--- src/rtl/regs_pkg.sv ---
// rtl/regs_pkg.sv - shared widths, zero-register index and FSM state encoding
// Ports: none (package). Provides XLEN, AW, ZERO_REG and state_t.
package regs_pkg;

   localparam int XLEN = 32;
   localparam int AW   = 5;

   // Architectural zero register: reads as 0, writes are dropped.
   localparam logic [AW-1:0] ZERO_REG = '0;

   typedef enum logic [2:0] {
      IDLE = 3'd0,
      RS1  = 3'd1,
      RS2  = 3'd2,
      RSP  = 3'd3,
      WB   = 3'd4
   } state_t;

endpackage

--- src/rtl/regs_seq_if.sv ---
// rtl/regs_seq_if.sv - operand-read, response, writeback and register-file bundle
// Ports (signals):
//   req_valid/req_ready/req_rs1/req_rs2  operand-read request
//   rsp_valid/rsp_ready/rsp_op1/rsp_op2  operand response
//   wb_valid/wb_ready/wb_rd/wb_data      writeback request
//   rf_addr/rf_we/rf_wdata/rf_rdata      single-port register file
// Modports: master = surrounding core and register file, slave = regs_seq.
interface regs_seq_if #(
   parameter int XLEN = regs_pkg::XLEN,
   parameter int AW   = regs_pkg::AW
);

   logic            req_valid;
   logic            req_ready;
   logic [AW-1:0]   req_rs1;
   logic [AW-1:0]   req_rs2;

   logic            rsp_valid;
   logic            rsp_ready;
   logic [XLEN-1:0] rsp_op1;
   logic [XLEN-1:0] rsp_op2;

   logic            wb_valid;
   logic            wb_ready;
   logic [AW-1:0]   wb_rd;
   logic [XLEN-1:0] wb_data;

   logic [AW-1:0]   rf_addr;
   logic            rf_we;
   logic [XLEN-1:0] rf_wdata;
   logic [XLEN-1:0] rf_rdata;

   modport master (
      output req_valid, req_rs1, req_rs2,
      output rsp_ready,
      output wb_valid, wb_rd, wb_data,
      output rf_rdata,
      input  req_ready, rsp_valid, rsp_op1, rsp_op2,
      input  wb_ready, rf_addr, rf_we, rf_wdata
   );

   modport slave (
      input  req_valid, req_rs1, req_rs2,
      input  rsp_ready,
      input  wb_valid, wb_rd, wb_data,
      input  rf_rdata,
      output req_ready, rsp_valid, rsp_op1, rsp_op2,
      output wb_ready, rf_addr, rf_we, rf_wdata
   );

endinterface

--- src/rtl/regs_arb2.sv ---
// rtl/regs_arb2.sv - two-way round-robin grant with a single priority bit
// Ports:
//   clk, rst_n      clock, asynchronous active-low reset
//   valid0, valid1  requesters (side 0 wins the first contest after reset)
//   en              grants are only issued while en is high
//   gnt0, gnt1      one-hot-or-zero grants, combinational from the inputs
module regs_arb2 (
   input  logic clk,
   input  logic rst_n,
   input  logic valid0,
   input  logic valid1,
   input  logic en,
   output logic gnt0,
   output logic gnt1
);

   // 0: side 0 wins a contest, 1: side 1 wins a contest.
   logic prio1;

   logic contested;
   assign contested = en && valid0 && valid1;

   always_comb begin
      gnt0 = 1'b0;
      gnt1 = 1'b0;
      if (en) begin
         if (valid0 && valid1) begin
            gnt0 = !prio1;
            gnt1 = prio1;
         end else begin
            gnt0 = valid0;
            gnt1 = valid1;
         end
      end
   end

   // A grant is always taken (the granted side is valid), so every
   // contested cycle is a contested grant and hands priority over.
   always_ff @(posedge clk or negedge rst_n) begin
      if (!rst_n) begin
         prio1 <= 1'b0;
      end else if (contested) begin
         prio1 <= !prio1;
      end
   end

endmodule

--- src/rtl/regs_seq.sv ---
// rtl/regs_seq.sv - sequences operand reads and writebacks over one register-file port
// Ports:
//   clk    rising-edge clock
//   rst_n  asynchronous active-low reset
//   bus    regs_seq_if.slave: req/rsp/wb handshakes and register-file port
// A read walks IDLE->RS1->RS2->RSP (4 cycles minimum), a writeback
// IDLE->WB (2 cycles). Only IDLE accepts work, so reads and writes are
// strictly ordered by grant.
module regs_seq #(
   parameter int XLEN = regs_pkg::XLEN,
   parameter int AW   = regs_pkg::AW
) (
   input  logic       clk,
   input  logic       rst_n,
   regs_seq_if.slave  bus
);

   import regs_pkg::*;

   state_t          state;

   logic [AW-1:0]   rs1_q;
   logic [AW-1:0]   rs2_q;
   logic [XLEN-1:0] op1_q;
   logic [XLEN-1:0] op2_q;
   logic            rsp_valid_q;

   // Register-file drive is registered and loaded on the transition into
   // the state that uses it, so it is glitch-free and zero outside RS/WB.
   logic [AW-1:0]   rf_addr_q;
   logic            rf_we_q;
   logic [XLEN-1:0] rf_wdata_q;

   logic            arb_en;
   logic            gnt_wb;
   logic            gnt_req;

   // Gated by rst_n so neither ready can rise while reset is held.
   assign arb_en = (state == IDLE) && rst_n;

   regs_arb2 u_arb (
      .clk    (clk),
      .rst_n  (rst_n),
      .valid0 (bus.wb_valid),
      .valid1 (bus.req_valid),
      .en     (arb_en),
      .gnt0   (gnt_wb),
      .gnt1   (gnt_req)
   );

   assign bus.wb_ready  = gnt_wb;
   assign bus.req_ready = gnt_req;
   assign bus.rsp_valid = rsp_valid_q;
   assign bus.rsp_op1   = op1_q;
   assign bus.rsp_op2   = op2_q;
   assign bus.rf_addr   = rf_addr_q;
   assign bus.rf_we     = rf_we_q;
   assign bus.rf_wdata  = rf_wdata_q;

   always_ff @(posedge clk or negedge rst_n) begin
      if (!rst_n) begin
         state       <= IDLE;
         rs1_q       <= '0;
         rs2_q       <= '0;
         op1_q       <= '0;
         op2_q       <= '0;
         rsp_valid_q <= 1'b0;
         rf_addr_q   <= '0;
         rf_we_q     <= 1'b0;
         rf_wdata_q  <= '0;
      end else begin
         case (state)
            IDLE: begin
               if (gnt_wb) begin
                  state      <= WB;
                  rf_addr_q  <= bus.wb_rd;
                  rf_wdata_q <= bus.wb_data;
                  // Writes to the zero register are accepted but dropped.
                  rf_we_q    <= (bus.wb_rd != AW'(ZERO_REG));
               end else if (gnt_req) begin
                  state     <= RS1;
                  rs1_q     <= bus.req_rs1;
                  rs2_q     <= bus.req_rs2;
                  rf_addr_q <= bus.req_rs1;
               end
            end

            RS1: begin
               op1_q     <= (rs1_q == AW'(ZERO_REG)) ? '0 : bus.rf_rdata;
               rf_addr_q <= rs2_q;
               state     <= RS2;
            end

            RS2: begin
               op2_q       <= (rs2_q == AW'(ZERO_REG)) ? '0 : bus.rf_rdata;
               rf_addr_q   <= '0;
               rsp_valid_q <= 1'b1;
               state       <= RSP;
            end

            RSP: begin
               // Operands hold until the consumer takes them.
               if (bus.rsp_ready) begin
                  rsp_valid_q <= 1'b0;
                  state       <= IDLE;
               end
            end

            WB: begin
               rf_addr_q  <= '0;
               rf_wdata_q <= '0;
               rf_we_q    <= 1'b0;
               state      <= IDLE;
            end

            default: begin
               state       <= IDLE;
               rsp_valid_q <= 1'b0;
               rf_addr_q   <= '0;
               rf_we_q     <= 1'b0;
               rf_wdata_q  <= '0;
            end
         endcase
      end
   end

endmodule

--- src/flat_wrapper.sv ---
// flat-port wrapper written by rule: the top's interface ports become plain ports
module regs_seq_flat import regs_pkg::*;
#(
   parameter int XLEN = regs_pkg::XLEN,
   parameter int AW   = regs_pkg::AW
)
  (clk, rst_n, bus_req_valid, bus_req_rs1, bus_req_rs2, bus_rsp_ready, bus_wb_valid, bus_wb_rd, bus_wb_data, bus_rf_rdata, bus_req_ready, bus_rsp_valid, bus_rsp_op1, bus_rsp_op2, bus_wb_ready, bus_rf_addr, bus_rf_we, bus_rf_wdata);
  regs_seq_if #(.XLEN(XLEN), .AW(AW)) bus_i ();
  input  logic clk;
  input  logic rst_n;
  input wire logic [$bits(bus_i.req_valid)-1:0] bus_req_valid;
  input wire logic [$bits(bus_i.req_rs1)-1:0] bus_req_rs1;
  input wire logic [$bits(bus_i.req_rs2)-1:0] bus_req_rs2;
  input wire logic [$bits(bus_i.rsp_ready)-1:0] bus_rsp_ready;
  input wire logic [$bits(bus_i.wb_valid)-1:0] bus_wb_valid;
  input wire logic [$bits(bus_i.wb_rd)-1:0] bus_wb_rd;
  input wire logic [$bits(bus_i.wb_data)-1:0] bus_wb_data;
  input wire logic [$bits(bus_i.rf_rdata)-1:0] bus_rf_rdata;
  output wire logic [$bits(bus_i.req_ready)-1:0] bus_req_ready;
  output wire logic [$bits(bus_i.rsp_valid)-1:0] bus_rsp_valid;
  output wire logic [$bits(bus_i.rsp_op1)-1:0] bus_rsp_op1;
  output wire logic [$bits(bus_i.rsp_op2)-1:0] bus_rsp_op2;
  output wire logic [$bits(bus_i.wb_ready)-1:0] bus_wb_ready;
  output wire logic [$bits(bus_i.rf_addr)-1:0] bus_rf_addr;
  output wire logic [$bits(bus_i.rf_we)-1:0] bus_rf_we;
  output wire logic [$bits(bus_i.rf_wdata)-1:0] bus_rf_wdata;
  assign bus_i.req_valid = bus_req_valid;
  assign bus_i.req_rs1 = bus_req_rs1;
  assign bus_i.req_rs2 = bus_req_rs2;
  assign bus_i.rsp_ready = bus_rsp_ready;
  assign bus_i.wb_valid = bus_wb_valid;
  assign bus_i.wb_rd = bus_wb_rd;
  assign bus_i.wb_data = bus_wb_data;
  assign bus_i.rf_rdata = bus_rf_rdata;
  assign bus_req_ready = bus_i.req_ready;
  assign bus_rsp_valid = bus_i.rsp_valid;
  assign bus_rsp_op1 = bus_i.rsp_op1;
  assign bus_rsp_op2 = bus_i.rsp_op2;
  assign bus_wb_ready = bus_i.wb_ready;
  assign bus_rf_addr = bus_i.rf_addr;
  assign bus_rf_we = bus_i.rf_we;
  assign bus_rf_wdata = bus_i.rf_wdata;
  regs_seq #(.XLEN(XLEN), .AW(AW)) u_core (.clk(clk), .rst_n(rst_n), .bus(bus_i));
endmodule
--- config.mk ---
export PLATFORM = sky130hd
export DESIGN_NAME = regs_seq_flat
export DESIGN_NICKNAME = d
export VERILOG_FILES = /design/src/rtl/regs_pkg.sv /design/src/rtl/regs_seq_if.sv /design/src/rtl/regs_arb2.sv /design/src/rtl/regs_seq.sv /design/src/flat_wrapper.sv
export SDC_FILE = /design/constraint.sdc
export NUM_CORES = 1
export LEC_CHECK = 0
export ABC_AREA = 1
export CORE_ASPECT_RATIO = 2
export CORE_MARGIN = 5
export CORE_UTILIZATION = 45
export CTS_CLUSTER_DIAMETER = 80
export DETAILED_ROUTE_END_ITERATION = 16
export PLACE_DENSITY = 0.81
export SLEW_MARGIN = 20
export SYNTH_ARGS = -nofsm -noshare
export SYNTH_HDL_FRONTEND = slang
export SYNTH_SLANG_ARGS = --single-unit
--- constraint.sdc ---
create_clock -name clk -period 1.8 [get_ports clk]
set_input_delay 0.36 -clock clk [delete_from_list [all_inputs] [get_ports clk]]
set_output_delay 0.36 -clock clk [all_outputs]
set_load 0.005 [all_outputs]
==> metrics.yaml, run 1 <==
power_uw: 13900
timing.final.crit_share: 0.962
cap_violations: 0
setup_viol: 0
portBuffers: 188
cts_inserted_buffers: 17
use_met2: 0.437
grt_pass1_wl_um: 25800
hold_viol: 0
fin_ws_ns: 0.0681
worst_setup_path_start_kind: "register"
die_area_um2: 13700
grt_start_max_net_pins: 118
yosysSeqAreaShare: 0.576
vdd_drop_max_v: 0.000974
via_per_inst: 5.19
io_pins: 189
drive_above_1_share: 0.137
maxSlewViolCount: 0
die_x_um: 85.2
post-route-min-period_ns: 1.73
postSynthAreaPerCell_um2: 9.20
sequentialPowerShare: 0.320
start_util: 0.453
ctsLongestPathBuffers: 2
power.density_nw_per_um2: 1770
crit_type: "register to output port"
overflow: 0
fin_setup_tns_ns: 0
grt_use_met1: 0.247
clock_power_share: 0.257
vias: 4721
outcome: "finished, final reports clean"
crit_path_max_fanout: 3
core_area_um2: 11200
die_h_um: 160
antenna_cells: 0
yosysUniqueCellTypes: 25
rows: 55
num-fill-cells: 822
cp.arrival_ns: 1.37
synth_cells: 553
p_int_uw: 9060
grt_use_total: 0.238
fmax_ghz: 0.577
fin_nets: 838
drt_iter0_drc: 185
cp_data_required_time_ns: 1.44
drc: 0
grt_pass1_vias: 5038
area_delta_synth_final_pct: 54.4
p_sw_uw: 4800
slew_headroom: 0.584
clock_sinks: 117
yosys_warnings: 0
synth_fp_nets: 637
clk_latency_ns: 0.40
top_usage_layer: "met2"
p_sw_frac: 0.347
ys_seq_elements: 117
skew_ns: 0.0128
drtPass1Iterations: 4
dp_hpwl_um: 11200
routed_wl_um: 15800
place_congestion: 0.876
total_leakage_power_uw: 0.00383
wl_per_cell_um: 17.4
gr-usage-met3: 0.0693
tightest_slew_ns: 0.623
pre_cts_ws_ns: -0.355
end_kind: "output port"
root_buffer: "clkbuf_16"
netlist_area_um2: 5090
clk_pin_slew_worst_paths_ns: 0.06
cts_tree: "built"
worstHoldPathType: "input pin to asynchronous set/reset pin"
detail-route-antenna-nets: 0
power_frac_comb: 0.422
cts_max_level: 4
antenna_found_initial: 0
## cells in the mapped netlist
master	instances	area [um2]
a21boi_0	1	7.51
a21boi_2	1	11.3
a21oi_1	4	20.0
a21oi_4	2	32.5
buf_1	6	22.5
buf_12	3	60.1
buf_2	14	70.1
buf_4	2	15.0
clkbuf_1	8	30.0
dfrtp_1	117	2930
inv_1	9	33.8
inv_2	4	15.0
nand2_1	223	837
nand2_2	1	6.26
nand2_4	2	22.5
nand2_8	1	20.0
nand3_1	111	556
nand3_2	30	300
nand3b_1	1	7.51
nor2_1	5	18.8
nor2_4	1	11.3
nor2_8	1	20.0
nor3_1	4	20.0
nor3_4	1	16.3
o21ai_0	1	5.00
## registers in the layout, indices dropped and copies added, names as in the netlist
register	count
u_core.state	3
u_core.u_arb.prio1	1
u_core.rs1_q	5
u_core.bus.rf_we	1
u_core.bus.rsp_op1	32
u_core.bus.rsp_valid	1
u_core.bus.rf_wdata	32
u_core.bus.rf_addr	5
u_core.rs2_q	5
u_core.bus.rsp_op2	32
## metal layers
layer | share of wire | vias to the layer above
li1 | - | 2195
met1 | 0.35 | 2286
met2 | 0.55 | 208
met3 | 0.074 | 32
met4 | 0.025 | 0
met5 | 0 | -
## final timing paths
| path | slack (ns) | start | depth (start not counted) | endpoint |
|---|---|---|---|---|
| worst max-delay path | 0.07 | u_core.state[2]$_DFFE_PN0P_ | 6 | bus_req_ready |
| worst min-delay path | 0.21 | rst_n | 3 | u_core.bus.rf_wdata[8]$_DFFE_PN0P_ |
| worst max register to register | 0.15 | u_core.state[2]$_DFFE_PN0P_ | 9 | u_core.bus.rsp_op1[9]$_DFFE_PN0N_ |
| worst min register to register | 0.48 | u_core.bus.rsp_op2[10]$_DFFE_PN0N_ | 2 | u_core.bus.rsp_op2[10]$_DFFE_PN0N_ |
| max in group asynchronous | 1.12 | rst_n | 3 | u_core.bus.rsp_op2[12]$_DFFE_PN0N_ |
| min in group clk | 0.48 | u_core.bus.rsp_op2[10]$_DFFE_PN0N_ | 2 | u_core.bus.rsp_op2[10]$_DFFE_PN0N_ |
## through the flow
step           std cells  hold WS [ns]  utilization  area (um2)
2_1_floorplan        553        0.0644            -        5090
3_3_place_gp         873         0.463        0.641        7200
3_5_place_dp         873         0.465        0.641        7200
4_1_cts              908         0.249        0.700        7850
5_1_grt              909         0.279        0.700        7850
6_report             909         0.213        0.700        7850
## critical path, stage by stage (launching register included)
cell and delay (ns):
dfrtp_1 0.40, nor2_4 0.14, nand2_4 0.08, nor2_8 0.12, nand2_4 0.07, inv_2 0.07, buf_6 0.09
## repair_timing
action                     4_1_cts  5_1_grt
cloned                           0        0
setup buffers                    3        2
setup endpoints to repair        2        5
resized for setup               12        0
hold buffers                     0        0
pin swaps                        2        2
## power groups by stage
stage               clock network (uW)  registers, uW  logic, uW
CTS                               3610           4440       5940
finish                            3570           4440       5850
global route                      3750           4570       6440
floorplan                            0           4450       2600
detailed placement                   0           4450       5840
global placement                     0           4410       5670
## cell usage in the layout (no fill, tap or decap), types with 4 or more instances in the layout
master	instances
nand2_1	223
clkdlybuf4s50_1	185
dfrtp_1	117
nand3_1	111
nand3_2	30
buf_4	22
clkbuf_16	17
inv_1	9
buf_12	6
inv_2	4
nor3_1	4
nor2_1	4
a21oi_1	4
bufinv_16	4
## logic make-up after synthesis
logic type,count (synthesis),share of synthesized area
flip-flops,117,0.576
AO/OA/AOI/OAI,9,0.0150
AND/OR/NAND/NOR,381,0.361
buffers and inverters,46,0.0485
## final cells by class
class / instances / area, um2 / area share
flip-flops and latches: 117 / 2930 / 0.373
well taps: 142 / 178 / 0.0226
clock buffers: 20 / 447 / 0.0569
inverters: 13 / 48.8 / 0.00621
multi-input cells: 390 / 1920 / 0.244
clock inverters: 12 / 179 / 0.0228
repair buffers: 215 / 2150 / 0.274
Note: power is estimated with default switching activity, not from simulation.
==> run 2: changes to the inputs <==
--- a/config.mk
+++ b/config.mk
@@ -7,7 +7,6 @@
 export LEC_CHECK = 0
 export ABC_AREA = 1
 export CORE_ASPECT_RATIO = 2
-export CORE_MARGIN = 5
 export CORE_UTILIZATION = 45
 export CTS_CLUSTER_DIAMETER = 80
 export DETAILED_ROUTE_END_ITERATION = 16
==> constraint.sdc (replaced) <==
create_clock -name clk -period 1.8 [get_ports clk]
set_input_delay 0.36 -clock clk [delete_from_list [all_inputs] [get_ports clk]]
set_output_delay 0.36 -clock clk [all_outputs]
set_load 0.05 [all_outputs]
==> run 2 against run 1 <==
Against the previous run:
- clock power shrank 3%
- sequential share of layout area grew 1.4 points
- largest cell class unchanged
- largest power group unchanged
- critical endpoint unchanged
- routed wire length shrank 6.8%
==> metrics.yaml, run 2 (synthesized netlist as in run 1, its figures left out) <==
outcome: "finished, final reports clean"
area_delta_synth_final_pct: 49.0
rr_worst_depth: 6  # -3
reg2reg_from: "u_core.state[2]$_DFFE_PN0P_"
layout_common_cells: "nand2_1 (223), buf_4 (127), dfrtp_1 (115)"
r2r_end: "u_core.bus.rf_wdata[24]$_DFFE_PN0P_"
vias: 4635  # -1.8%
crit_path_start: "u_core.state[2]$_DFFE_PN0P_"
drtPass1Iterations: 4  # unchanged
crit_type: "register to output port"
io_pins: 189  # unchanged
grt_setup_unrepaired: "yes"
clock_sinks: 117  # unchanged
cts_tree: "built"
die_x_um: 77.2  # -9.4%
drive_above_1_share: 0.277  # +0.140
total_leakage_power_uw: 0.00398  # +3.9%
rows: 54  # -1.8%
worst_setup_path_start_kind: "register"
vdd_drop_max_v: 0.00131  # +35%
wl_per_cell_um: 16.2  # -6.5%
routed_wl_um: 14700  # -6.8%
core_area_um2: 10900  # -2.4%
overflow: 0  # unchanged
dp_hpwl_um: 10300  # -8.6%
clk_pin_slew_worst_paths_ns: 0.05  # about the same
power.density_nw_per_um2: 2190  # +24%
worstHoldPathType: "input pin to asynchronous set/reset pin"
skew_ns: 0.00853  # -0.00424 ns
drc: 0  # unchanged
dpl.cell_count: 868  # -0.57%
maxSlewViolCount: 0  # unchanged
grt_use_total: 0.264  # +0.0262
final_cell_area_um2: 7580  # -3.5%
hold_buffers: 0  # unchanged
ctsLongestPathBuffers: 2  # unchanged
fin_setup_tns_ns: 0  # unchanged
die_area_um2: 11800  # -14%
fin_nets: 838  # unchanged
drt_iter0_drc: 234  # +26%
fmax_ghz: 0.556  # -3.7%
grt_start_max_net_pins: 118  # unchanged
post-route-util: 0.693  # -0.00755
crit_path_max_fanout: 3  # unchanged
root_buffer: "clkbuf_16"
antenna_cells: 0  # unchanged
post-route-min-period_ns: 1.80  # +0.0658 ns
die_h_um: 152  # -5.0%
place_congestion: 0.807  # -7.9%
power_uw: 16600  # +20%
tightest_slew_ns: 0.612  # -0.0112 ns
endpoint: "bus_req_ready"
portBuffers: 188  # unchanged
end_kind: "output port"
via_per_inst: 5.12  # -1.5%
cts_max_level: 4  # unchanged
final_cells: 906  # -0.33%
cp_data_required_time_ns: 1.44  # about the same
cts_inserted_buffers: 17  # unchanged
grt_pass1_wl_um: 24200  # -6.0%
start_util: 0.465  # +0.0112
detail-route-antenna-nets: 0  # unchanged
setup_viol: 0  # unchanged
post_dp_cell_area_um2: 6910  # -4.0%
cp.arrival_ns: 1.44  # +0.07 ns
r2r_slack_ns: 0.20  # +0.05 ns
final_common_cell: "nand2_1"
hold_viol: 0  # unchanged
antenna_found_initial: 0  # unchanged
grt_pass1_vias: 4988  # -0.99%
slew_headroom: 0.592  # +0.00809
timing.final.crit_share: 0.999  # +0.0366
clk_latency_ns: 0.41  # about the same
cap_violations: 0  # unchanged
run 2: final cells by class:
class                           instances  area [um2]
Clock buffer                           22         484
Clock inverter                          9         125
Fill cell                             872        3370
Inverter                               13        51.3
Multi-Input combinational cell        390        1920
Sequential cell                       117        2930
Tap cell                              140         175
Timing Repair Buffer                  215        1890
run 2: how the worst min path moves through the flow:
stage                           startpoint                                   to  slack [ns]  depth (start not counted)
2_1_floorplan                        rst_n    u_core.bus.rf_addr[0]$_DFFE_PN0P_        0.06                          0
3_3_place_gp   u_core.rs1_q[1]$_DFFE_PN0P_          u_core.rs1_q[1]$_DFFE_PN0P_        0.46                          2
3_5_place_dp   u_core.rs1_q[1]$_DFFE_PN0P_          u_core.rs1_q[1]$_DFFE_PN0P_        0.47                          2
4_1_cts                              rst_n  u_core.bus.rf_wdata[23]$_DFFE_PN0P_        0.15                          2
5_1_grt                              rst_n   u_core.bus.rsp_op1[29]$_DFFE_PN0N_        0.18                          2
6_report                             rst_n  u_core.bus.rf_wdata[22]$_DFFE_PN0P_        0.14                          2
run 2: report_power, final:
group	internal (uW)	total, uW	switching (uW)
Sequential	3760	4480	719
Combinational	2550	8650	6100
Clock	2300	3470	1170
run 2: repair_timing:
action | CTS | global route
pin swaps | 3 | 3
cloned | 0 | 0
setup buffers | 7 | 0
resized for setup | 7 | 0
setup endpoints to repair | 2 | 2
run 2: routing by layer:
metal / vias up / wire length [um] / GRT usage
met5: - / 0 / 0
met3: 42 / 1030 / 0.0784
li1: 2196 / - / -
met2: 209 / 8020 / 0.474
met4: 0 / 490 / 0.119
met1: 2188 / 5170 / 0.277
run 2: critical path, stage by stage, from the launching register on:
cell and delay (ns):
dfrtp_2 0.42, nor2_4 0.14, nand2_4 0.08, nor2_8 0.12
nand2_4 0.07, inv_4 0.07, buf_12 0.13
run 2: metrics by stage:
stage / hold slack, ns / setup slack [ns]
after global placement: 0.465 / -0.0154
final: 0.135 / 0.00230
after floorplan: 0.0644 / 0.0180
after global routing: 0.177 / -0.0680
after CTS: 0.153 / -0.0487
after detailed placement: 0.466 / -0.0763
==> run 3: changes to the inputs <==
==> constraint.sdc (replaced) <==
create_clock -name clk -period 1.8 [get_ports clk]
set_input_delay 0.18 -clock clk [delete_from_list [all_inputs] [get_ports clk]]
set_output_delay 0.18 -clock clk [all_outputs]
set_load 0.05 [all_outputs]
==> run 3 against run 2 <==
Against the previous run:
- power decreased by 0.42%
- critical path depth decreased by 5
- final cell count decreased by 0.22%
- first-iteration DRC count increased by 21%
- largest power group unchanged
- register-to-register slack got worse by 0.02 ns
- sequential share of layout area decreased by 1.3 points
- core utilization increased by 2.3 points
- combinational power increased by 3.0%
==> metrics.yaml, run 3 (synthesized netlist as in run 1, its figures left out) <==
outcome: "finished, final reports clean"
cp_cell_sequence: "clkdlybuf4s50_1"
start_util: 0.465  # unchanged
root_buffer: "clkbuf_16"
grt_pass1_wl_um: 23900  # -1.4%
antenna_found_initial: 0  # unchanged
met2_length_um: 8210  # +2.4%
die_x_um: 77.2  # unchanged
fmax_ghz: 0.564  # +1.4%
post-route-min-period_ns: 1.77  # -0.0254 ns
power.density_nw_per_um2: 2110  # -3.7%
vias: 4640  # +0.11%
setup_viol: 0  # unchanged
clock_power_share: 0.192  # -0.017
place_congestion: 0.790  # -2.0%
final_cells: 904  # -0.22%
cts_max_level: 4  # unchanged
clock_sinks: 117  # unchanged
clk_pin_slew_worst_paths_ns: 0.05  # about the same
grt_pass1_vias: 4813  # -3.5%
r2r_slack_ns: 0.18  # -0.02 ns
path_buf_inv: 1  # -1
detail-route-antenna-nets: 0  # unchanged
sequentialPowerShare: 0.269  # about the same
skew_ns: 0.0118  # +0.00324 ns
vdd_drop_max_v: 0.00109  # -17%
timing.final.crit_share: 0.985  # -0.0141
rows: 54  # unchanged
area_delta_synth_final_pct: 54.1
worst_setup_path_start_kind: "register"
ctsLongestPathBuffers: 2  # unchanged
fin_nets: 835  # -0.36%
r2r_end: "u_core.bus.rf_wdata[24]$_DFFE_PN0P_"
holdWs_ns: 0.319  # +0.184 ns
post-route-util: 0.716  # +0.0234
cap_violations: 0  # unchanged
maxUsedRoutingLayer: "met4"
holdPathStages: 3
cts_tree: "built"
maxSlewViolCount: 0  # unchanged
grt_use_total: 0.261  # -0.00291
drtPass1Iterations: 6  # +2
p_sw_frac: 0.485  # +0.00352
cp_data_required_time_ns: 1.62  # +0.18 ns
p_int_uw: 8520  # -1.1%
portBuffers: 188  # unchanged
wl_met3_um: 957  # -7.0%
fin_setup_tns_ns: 0  # unchanged
holdPathEnd: "u_core.rs2_q[1]$_DFFE_PN0P_"
cts_inserted_buffers: 17  # unchanged
cp.arrival_ns: 1.59  # +0.15 ns
fin_ws_ns: 0.0277  # +0.0254 ns
grt_setup_unrepaired: "yes"
io_pins: 189  # unchanged
tightest_slew_ns: 0.952  # +0.340 ns
total_leakage_power_uw: 0.00425  # +6.8%
via_per_inst: 5.13  # +0.33%
antenna_cells: 0  # unchanged
final_common_cell: "nand2_1"
end_kind: "output port"
die_area_um2: 11800  # unchanged
overflow: 0  # unchanged
grt_start_max_net_pins: 78  # -34%
critPathMaxStageDelay_ns: 0.82  # +0.40 ns
slew_headroom: 0.366  # -0.227
pre_cts_ws_ns: 0.0484  # +0.125 ns
wirelength_met1_um: 5210  # +0.81%
reg2reg_from: "u_core.state[2]$_DFFE_PN0P_"
drt_iter0_drc: 283  # +21%
rr_worst_depth: 8  # +2
power_frac_comb: 0.539  # +0.018
dpl.cell_count: 865  # -0.35%
drive_above_1_share: 0.143  # -0.134
dp_hpwl_um: 10400  # +1.7%
drc: 0  # unchanged
clk_latency_ns: 0.40  # about the same
crit_family: "buffers and inverters"
hold_viol: 0  # unchanged
crit_path_max_fanout: 2  # -1
worstHoldPathType: "input pin to register"
die_h_um: 152  # unchanged
crit_type: "register to output port"
routed_wl_um: 14700  # -0.13%
wl_per_cell_um: 16.2  # about the same
p_sw_uw: 8010  # +0.31%
layout_common_cells: "nand2_1 (223), clkdlybuf4s50_1 (148), dfrtp_1 (115)"
core_area_um2: 10900  # unchanged
cp_slowest_cell: "clkdlybuf4s50_1"
min-delay-start: "bus_req_rs2[1]"
[run 3: cell count changes in the layout (fill, tap and decap cells not counted), moves of 2 or more]
cell,previous run,this run
clkinv_4,0,6
buf_12,6,4
inv_6,0,3
bufinv_16,3,1
clkbuf_8,4,1
dlymetal6s2s_1,0,33
buf_4,127,25
clkdlybuf4s50_1,82,148
clkinv_2,4,2
[run 3: area by class of cell]
cell class	count	area (um2)
fillers	840	3110
flip-flops and latches	117	2930
repair buffers	212	2180
multi-input cells	390	1930
clock buffers	19	443
well taps	140	175
clock inverters	13	125
inverters	13	53.8
[run 3: per-layer routing]
metal,up-vias,global-route usage
met4,0,0.107
met5,-,0
met1,2222,0.276
met3,23,0.0671
li1,2196,-
met2,199,0.479
[run 3: power by group through the flow]
stage	sequential [uW]	clock (uW)	combinational [uW]
after floorplan	7680	0	2620
after global placement	4440	0	8750
after detailed placement	4470	0	8890
after CTS	4450	3220	8970
after global routing	4570	3370	9450
final	4440	3180	8910
[run 3: how the worst max path moves through the flow]
stage | from | endpoint | slack (ns) | cells past startpoint
floorplan | u_core.state[2]$_DFFE_PN0P_ | bus_wb_ready | 0.20 | 6
global placement | bus_wb_valid | u_core.bus.rf_wdata[23]$_DFFE_PN0P_ | 0.12 | 7
detailed placement | bus_wb_valid | u_core.bus.rf_wdata[24]$_DFFE_PN0P_ | 0.05 | 7
CTS | u_core.bus.rsp_op2[20]$_DFFE_PN0N_ | bus_rsp_op2[20] | 0.007 | 1
global route | u_core.state[2]$_DFFE_PN0P_ | bus_req_ready | -0.02 | 6
finish | u_core.bus.rf_wdata[21]$_DFFE_PN0P_ | bus_rf_wdata[21] | 0.03 | 1
[run 3: per-stage QoR]
stage / power [uW] / cell area (um2)
global placement: 13200 / 7110
CTS: 16600 / 7720
floorplan: 10300 / 5090
global route: 17400 / 7840
finish: 16500 / 7840
detailed placement: 13400 / 7110
[run 3: repair_timing]
action	4_1_cts	5_1_grt
setup endpoints to repair	3	35
setup buffers	2	4
resized for setup	9	34
hold buffers	1	0
pin swaps	1	1
endpoints found under the hold margin	40	0
